**src/rtl/pdm_modulator.sv**
```systemverilog
// First-order sigma-delta modulator: signed PCM in, 1-bit PDM stream plus bit clock out.
// Samples are pulled over a read/ready handshake and double-buffered (cur/nxt).
module pdm_modulator #(
  parameter int unsigned CLK_DIV = 4,
  parameter int unsigned OSR     = 64,
  parameter int unsigned DATA_W  = 16
) (
  input  logic              clk,
  input  logic              rst_n,
  input  logic              enable_i,
  output logic              pcm_read_o,
  input  logic              pcm_ready_i,
  input  logic [DATA_W-1:0] pcm_data_i,
  output logic              pdm_clk_o,
  output logic              pdm_data_o,
  output logic              underrun_o
);

  localparam int unsigned CNT_W  = (CLK_DIV > 1) ? $clog2(CLK_DIV) : 1;
  localparam int unsigned BCNT_W = (OSR > 1) ? $clog2(OSR) : 1;

  localparam logic [CNT_W-1:0]  CNT_LAST  = CNT_W'(CLK_DIV - 1);
  localparam logic [CNT_W-1:0]  CNT_HALF  = CNT_W'(CLK_DIV / 2);
  localparam logic [BCNT_W-1:0] BCNT_LAST = BCNT_W'(OSR - 1);
  localparam logic [DATA_W-1:0] MSB_ONLY  = {1'b1, {(DATA_W-1){1'b0}}};

  localparam logic [1:0] ST_IDLE = 2'd0;
  localparam logic [1:0] ST_REQ  = 2'd1;
  localparam logic [1:0] ST_WAIT = 2'd2;

  logic [1:0]        state_q,     state_d;
  logic              pcm_read_q,  pcm_read_d;
  logic [DATA_W-1:0] nxt_q,       nxt_d;
  logic              nxt_valid_q, nxt_valid_d;
  logic [DATA_W-1:0] cur_q,       cur_d;
  logic [DATA_W-1:0] acc_q,       acc_d;
  logic              run_q,       run_d;
  logic [CNT_W-1:0]  cnt_q,       cnt_d;
  logic [BCNT_W-1:0] bcnt_q,      bcnt_d;
  logic              pdm_clk_q,   pdm_clk_d;
  logic              pdm_data_q,  pdm_data_d;
  logic              underrun_q,  underrun_d;

  logic              nxt_load_c;
  logic              consume_c;
  logic              tick_c;
  logic [DATA_W-1:0] off_c;
  logic [DATA_W:0]   sum_c;

  // Fetch FSM: keeps the nxt buffer filled whenever the modulator is enabled
  always_comb begin
    state_d    = state_q;
    pcm_read_d = 1'b0;
    nxt_d      = nxt_q;
    nxt_load_c = 1'b0;
    case (state_q)
      ST_IDLE: begin
        if (enable_i && !nxt_valid_q) begin
          state_d    = ST_REQ;
          pcm_read_d = 1'b1;
        end
      end
      ST_REQ: state_d = ST_WAIT;
      ST_WAIT: begin
        if (pcm_ready_i) begin
          nxt_d      = pcm_data_i;
          nxt_load_c = 1'b1;
          state_d    = ST_IDLE;
        end
      end
      default: state_d = ST_IDLE;
    endcase
  end

  // Offset-binary sample; the carry out of the accumulator is the PDM bit
  assign off_c  = cur_q ^ MSB_ONLY;
  assign sum_c  = {1'b0, acc_q} + {1'b0, off_c};
  assign tick_c = (cnt_q == CNT_LAST);

  // Run control, bit-clock divider and modulator datapath
  always_comb begin
    run_d      = run_q;
    cur_d      = cur_q;
    acc_d      = acc_q;
    cnt_d      = cnt_q;
    bcnt_d     = bcnt_q;
    pdm_clk_d  = pdm_clk_q;
    pdm_data_d = pdm_data_q;
    underrun_d = underrun_q;
    consume_c  = 1'b0;
    if (!enable_i) begin
      run_d      = 1'b0;
      acc_d      = '0;
      cnt_d      = '0;
      bcnt_d     = '0;
      pdm_clk_d  = 1'b0;
      pdm_data_d = 1'b0;
      underrun_d = 1'b0;
    end else if (!run_q) begin
      if (nxt_valid_q) begin
        run_d     = 1'b1;
        cur_d     = nxt_q;
        consume_c = 1'b1;
        acc_d     = '0;
        cnt_d     = '0;
        bcnt_d    = '0;
        pdm_clk_d = 1'b0;
      end
    end else begin
      cnt_d     = tick_c ? '0 : cnt_q + CNT_W'(1);
      pdm_clk_d = (cnt_d >= CNT_HALF);
      if (tick_c) begin
        pdm_data_d = sum_c[DATA_W];
        acc_d      = sum_c[DATA_W-1:0];
        if (bcnt_q == BCNT_LAST) begin
          // Sample boundary: swap in the buffered sample, or fall back to midscale
          bcnt_d = '0;
          if (nxt_valid_q) begin
            cur_d     = nxt_q;
            consume_c = 1'b1;
          end else begin
            cur_d      = '0;
            underrun_d = 1'b1;
          end
        end else begin
          bcnt_d = bcnt_q + BCNT_W'(1);
        end
      end
    end
  end

  // A load only happens while nxt is empty and a consume only while it is full
  assign nxt_valid_d = nxt_load_c ? 1'b1 : (consume_c ? 1'b0 : nxt_valid_q);

  always_ff @(posedge clk or negedge rst_n) begin
    if (!rst_n) begin
      state_q     <= ST_IDLE;
      pcm_read_q  <= 1'b0;
      nxt_q       <= '0;
      nxt_valid_q <= 1'b0;
      cur_q       <= '0;
      acc_q       <= '0;
      run_q       <= 1'b0;
      cnt_q       <= '0;
      bcnt_q      <= '0;
      pdm_clk_q   <= 1'b0;
      pdm_data_q  <= 1'b0;
      underrun_q  <= 1'b0;
    end else begin
      state_q     <= state_d;
      pcm_read_q  <= pcm_read_d;
      nxt_q       <= nxt_d;
      nxt_valid_q <= nxt_valid_d;
      cur_q       <= cur_d;
      acc_q       <= acc_d;
      run_q       <= run_d;
      cnt_q       <= cnt_d;
      bcnt_q      <= bcnt_d;
      pdm_clk_q   <= pdm_clk_d;
      pdm_data_q  <= pdm_data_d;
      underrun_q  <= underrun_d;
    end
  end

  assign pcm_read_o = pcm_read_q;
  assign pdm_clk_o  = pdm_clk_q;
  assign pdm_data_o = pdm_data_q;
  assign underrun_o = underrun_q;

endmodule

```
**config.mk**
```make
export PLATFORM = sky130hd
export DESIGN_NAME = pdm_modulator
export DESIGN_NICKNAME = d
export VERILOG_FILES = /design/src/rtl/pdm_modulator.sv
export SDC_FILE = /design/constraint.sdc
export NUM_CORES = 1
export LEC_CHECK = 0
export ABC_AREA = 1
export BUFFER_PORTS_ARGS = -buffer_cell sky130_fd_sc_hd__buf_4
export CELL_PAD_IN_SITES_DETAIL_PLACEMENT = 1
export CELL_PAD_IN_SITES_GLOBAL_PLACEMENT = 1
export CORE_ASPECT_RATIO = 1.5
export CORE_MARGIN = 4
export CORE_UTILIZATION = 45
export DETAILED_ROUTE_END_ITERATION = 7
export PLACE_DENSITY_LB_ADDON = 0.12
export SYNTH_ARGS = -nofsm -noshare
export SYNTH_HDL_FRONTEND = slang
export SYNTH_SLANG_ARGS = --single-unit
```
**constraint.sdc**
```tcl
create_clock -name clk -period 2.4 [get_ports clk]
set_input_delay 0.24 -clock clk [delete_from_list [all_inputs] [get_ports clk]]
set_output_delay 0.24 -clock clk [all_outputs]
set_load 0.02 [all_outputs]
```
==> flow_metrics.tcl, run 1 <==
set metrics [dict create \
    slew_headroom 0.469 \
    grt_max_degree 64 \
    start_kind "flip-flop" \
    die_w_um 79.5 \
    syn-num-nets 471 \
    synth_seq_area_share 0.457 \
    ioPinCount 24 \
    period_share 0.767 \
    viasPerCell 5.12 \
    cts_sinks 63 \
    cts_tree "built" \
    crit_fanout 4 \
    hold_viol 33 \
    outcome "complete, but fails checks" \
    tightestPinTransition_ns 0.796 \
    numCtsBuffers 9 \
    yosysWarnings 0 \
    grt_antenna_before_repair 0 \
    rows 38 \
    routabilityCongestion 0.849 \
    cap_violations 0 \
    dp_cells 550 \
    cp.required_ns 2.69 \
    setup_viol 0 \
    drtIter0Drc 80 \
    clockBufferDepth 2 \
    final_cells 566 \
    postPlaceCellArea_um2 3730 \
    postCtsHoldBufs 0 \
    slew_violations 0 \
    track_usage 0.215 \
    grt_first_pass_wirelength_um 15100 \
    grt_pass1_vias 3198 \
    multiInputGateArea_um2 1610 \
    fin_skew_ns 0.00817 \
    cp.arrival_ns 2.13 \
    drc_errors 0 \
    rsz0062_at_grt "no" \
    drt_wl_total_um 8700 \
    dp_hpwl_um 6750 \
    io_buffers 23 \
    cts_setup_buffers 0 \
    syn_to_final_growth_pct 14.4 \
    power.density_nw_per_um2 962 \
    fp.dieH_um 115 \
    nets 500 \
    final_area_um2 3950 \
    seqCellArea_um2 1580 \
    p_leak_nw 2.14 \
    clk_pin_slew_ns 0.07 \
    cts_resized 0 \
    clkLatencyLatePin_ns 0.35 \
    timing.setup.tns_ns 0 \
    violations "hold timing" \
    clock-root-buffer "clkbuf_8" \
    synth_cell_type_count 31 \
    whs_ns -0.0395 \
    cp-end-kind "flip-flop" \
    hp-class "in -> async" \
    route.vias.total 2896 \
    max-vdd-ir-drop_uv 680 \
    ys_seq_elements 63 \
    clock.fmax_mhz 543 \
    synthCells 432 \
    ant_nets 0 \
    pre_cts_ws_ns 0.562 \
    path_class "reg -> reg" \
    start_util 0.468 \
    drive_gt1_frac 0.148 \
    fin_ws_ns 0.560 \
    reg2reg_slack_ns 0.56 \
    post-route-min-period_ns 1.84 \
    total_power_mw 3.80 \
    htreeDepth 3 \
    wl_per_cell_um 15.4 \
    dr.pass1.iters 4 \
    die_area_um2 9150 \
    coreArea_um2 7370 \
    n_antenna_cell 0 \
    overflow 0 \
    syn_area_um2 3450 \
    synth_area_per_cell_um2 7.98 \
    nFillCells 939 \
]
==> power by group <==
part	internal, mW	leakage (nW)	switching (mW)
clock network	0.566	0.113	0.431
logic	0.471	1.20	0.722
registers	1.39	0.825	0.220
total	2.42	2.14	1.37
==> synth_stat cells <==
cell type,count,share of area
a211oi_1,1,0.0022
a21o_1,1,0.0022
a21oi_1,14,0.020
a21oi_2,1,0.0025
a22o_1,2,0.0051
a31o_2,1,0.0025
and2_1,1,0.0018
buf_2,5,0.0073
buf_4,1,0.0022
clkbuf_1,2,0.0022
dfrtp_1,63,0.46
fa_1,1,0.0058
ha_1,18,0.065
inv_1,59,0.064
inv_2,1,0.0011
mux2_2,16,0.052
nand2_1,147,0.16
nand2_2,2,0.0036
nand3_1,26,0.038
nand3_2,1,0.0029
nand3b_1,3,0.0065
nand4_1,1,0.0018
nor2_1,21,0.023
nor2_2,2,0.0036
nor3_1,5,0.0073
nor4_1,2,0.0036
o21ai_0,18,0.026
o21ai_1,12,0.017
o21ai_4,1,0.0047
o22ai_1,2,0.0036
or2_2,2,0.0036
==> metal layers <==
layer | routed length [um] | vias to the layer above | global-route usage
met3 | 222 | 22 | 0.0415
li1 | - | 1434 | -
met4 | 252 | 0 | 0.0952
met5 | 0 | - | 0
met1 | 3520 | 1395 | 0.239
met2 | 4710 | 45 | 0.392
==> placed cells by master (no fill, tap or decap), types with 2 or more instances in the layout <==
master    instances
ha_1             18
nand2_1         147
nand3b_1          3
o21ai_1          12
o22ai_1           2
dfrtp_1          63
nand3_1          26
clkinv_4          2
nor2_2            2
nor4_1            2
a21oi_1          14
or2_2             2
clkbuf_8         12
a22o_1            2
mux2_2           16
nor3_1            5
inv_1            59
nor2_1           21
buf_4            26
o21ai_0          18
nand2_2           2
==> logic make-up after synthesis <==
kind of cell	share of synthesized area
adders and majority gates	0.0711
and+or+nand+nor	0.256
muxes	0.0523
AOI/OAI and AO/OA	0.0868
DFF	0.457
buffers and inverters	0.0769
==> critical path, stage by stage (launching register included) <==
cell     delay, ns
dfrtp_1       0.36
ha_1          0.18
inv_1         0.06
fa_1          0.36
inv_1         0.13
nand3_1       0.09
nand3_1       0.15
nand3_1       0.11
nand3_1       0.10
nand2_1       0.06
nand2_1       0.05
nand2_1       0.07
nand2_1       0.07
==> state kept, by name (all words and copies together), names as in the netlist <==
| register | flops |
|---|---|
| state_q | 2 |
| bcnt_q | 6 |
| run_q | 1 |
| pcm_read_o | 1 |
| underrun_o | 1 |
| pdm_data_o | 1 |
| nxt_valid_q | 1 |
| acc_q | 16 |
| nxt_q | 16 |
| cur_q | 16 |
| cnt_q | 2 |
==> final cells by class <==
class / instances / share of cell area
Inverter: 60 / 0.0571
Clock buffer: 12 / 0.0419
Timing Repair Buffer: 26 / 0.0495
Sequential cell: 63 / 0.400
Clock inverter: 4 / 0.0133
Tap cell: 100 / 0.0317
Multi-Input combinational cell: 301 / 0.407
==> path summary, 6_finish.rpt <==
check | cells after the start | startpoint | endpoint
worst max-delay path | 12 | cur_q[0] | pdm_data_o
worst min-delay path | 1 | rst_n | acc_q[8]
worst max register to register | 12 | cur_q[0] | pdm_data_o
worst min register to register | 1 | cnt_q[0] | cnt_q[0]
max in group asynchronous | 1 | rst_n | nxt_q[4]
min in group clk | 2 | pcm_data_i[8] | nxt_q[8]
==> through the flow <==
stage	util	hold WS [ns]
3_3_place_gp	0.506	0.378
5_1_grt	0.535	0.0175
6_report	0.535	-0.0395
4_1_cts	0.535	0.00266
2_1_floorplan	-	-0.0556
3_5_place_dp	0.506	0.381
Note: power is estimated with default switching activity, not from simulation.
==> run 2, diff against run 1 <==
clock period = 1.7 ns   (was 2.4 ns; I/O delays follow)
==> flow_metrics.tcl, run 2 (synthesis results as in run 1) <==
set metrics [dict create \
    outcome "finished clean" \
    p_leak_nw 2.21 \
    crit_fanout 4 \
    cap_violations 0 \
    grt_first_pass_wirelength_um 15900 \
    final_common_cell "nand2_1" \
    hold_viol 0 \
    pre_cts_ws_ns -0.132 \
    ioPinCount 24 \
    power.density_nw_per_um2 1340 \
    drtIter0Drc 134 \
    clkLatencyLatePin_ns 0.35 \
    io_buffers 23 \
    cp.arrival_ns 1.90 \
    max-vdd-ir-drop_uv 904 \
    largestRegisters "acc_q: 16 flops, cur_q: 16 flops, nxt_q: 16 flops" \
    cts_sinks 63 \
    drc_errors 0 \
    clk_pin_slew_ns 0.08 \
    start_util 0.468 \
    dr.pass1.iters 4 \
    wl_per_cell_um 16.8 \
    fin_skew_ns 0.0113 \
    rsz0062_at_grt "yes" \
    final_cells 580 \
    rr_startpoint "acc_q[0]" \
    timing.setup.tns_ns 0 \
    die_area_um2 9150 \
    whs_ns 0.0461 \
    path_class "reg -> reg" \
    n_antenna_cell 0 \
    dp_cells 558 \
    cp.required_ns 1.95 \
    grt_pass1_vias 3280 \
    post-route-min-period_ns 1.65 \
    route.vias.total 3028 \
    grt_antenna_before_repair 0 \
    layout_common_cells "137 x nand2_1, 61 x dfrtp_1, 56 x inv_1" \
    hp-class "in -> reg" \
    htreeDepth 3 \
    coreArea_um2 7370 \
    setup_viol 0 \
    cts_tree "built" \
    min_from "pcm_data_i[13]" \
    overflow 0 \
    drive_gt1_frac 0.256 \
    track_usage 0.229 \
    drt_wl_total_um 9770 \
    period_share 0.973 \
    clock.fmax_mhz 605 \
    clock-root-buffer "clkbuf_8" \
    slew_violations 0 \
    dp_hpwl_um 7160 \
    nets 514 \
    start_kind "flip-flop" \
    die_w_um 79.5 \
    numCtsBuffers 9 \
    rows 38 \
    ant_nets 0 \
    viasPerCell 5.22 \
    cp-end-kind "flip-flop" \
    fp.dieH_um 115 \
    tightestPinTransition_ns 0.436 \
    clockBufferDepth 2 \
    slew_headroom 0.709 \
    syn_to_final_growth_pct 24.6 \
    fin_ws_ns 0.0461 \
    routabilityCongestion 0.868 \
    cp-startpoint "acc_q[0]" \
    grt_max_degree 31 \
]
[run 2: critical path, cell delays in order (launching register included)]
cell and delay [ns]:
dfrtp_1 0.38, ha_2 0.20, inv_2 0.04, fa_2 0.32, inv_2 0.08, nand3_2 0.08
nand3_4 0.09, nand3_4 0.09, nand3_4 0.07, nand2_2 0.07, nand3_2 0.07, nand2_1 0.05
[run 2: worst paths after layout]
check	end	slack, ns	depth (start not counted)
max in group asynchronous	cur_q[7]	0.86	3
hold / removal	nxt_q[13]	0.05	2
setup / recovery	acc_q[12]	0.05	11
setup reg to reg	acc_q[12]	0.05	11
min in group asynchronous	acc_q[8]	0.31	2
hold reg to reg	pcm_read_o	0.47	1
[run 2: what timing repair did]
item                       4_1_cts  5_1_grt
buffers inserted                 2        3
hold endpoints to repair        28        0
resized for setup               10       42
hold buffers                     1        0
setup endpoints to repair        8       26
pin swaps                        1        4
[run 2: cell type report]
type	instances	area [um^2]
Fill cell	897	3080
Multi-Input combinational cell	301	1840
Sequential cell	63	1580
Timing Repair Buffer	40	315
Inverter	60	225
Clock buffer	10	128
Tap cell	100	125
Clock inverter	6	85.1
[run 2: stage by stage]
stage,util,total power [mW],instance area (um^2)
5_1_grt,0.583,6.16,4290
3_3_place_gp,0.516,3.96,3800
3_5_place_dp,0.516,4.08,3800
6_report,0.583,5.77,4290
2_1_floorplan,-,3.43,3450
4_1_cts,0.553,5.57,4070
[run 2: metal layers]
| layer | up-vias | routed length [um] | track usage | part of all wire |
|---|---|---|---|---|
| met1 | 1506 | 3740 | 0.245 | 0.38 |
| li1 | 1461 | - | - | - |
| met4 | 0 | 243 | 0.0963 | 0.025 |
| met5 | - | 0 | 0 | 0 |
| met2 | 42 | 5590 | 0.436 | 0.57 |
| met3 | 19 | 193 | 0.0368 | 0.020 |
[run 2: where the power goes]
part / leakage (nW) / internal, mW / switching [mW]
clock network: 0.102 / 0.820 / 0.627
registers: 0.823 / 1.96 / 0.353
logic: 1.28 / 0.864 / 1.14
total: 2.21 / 3.65 / 2.12
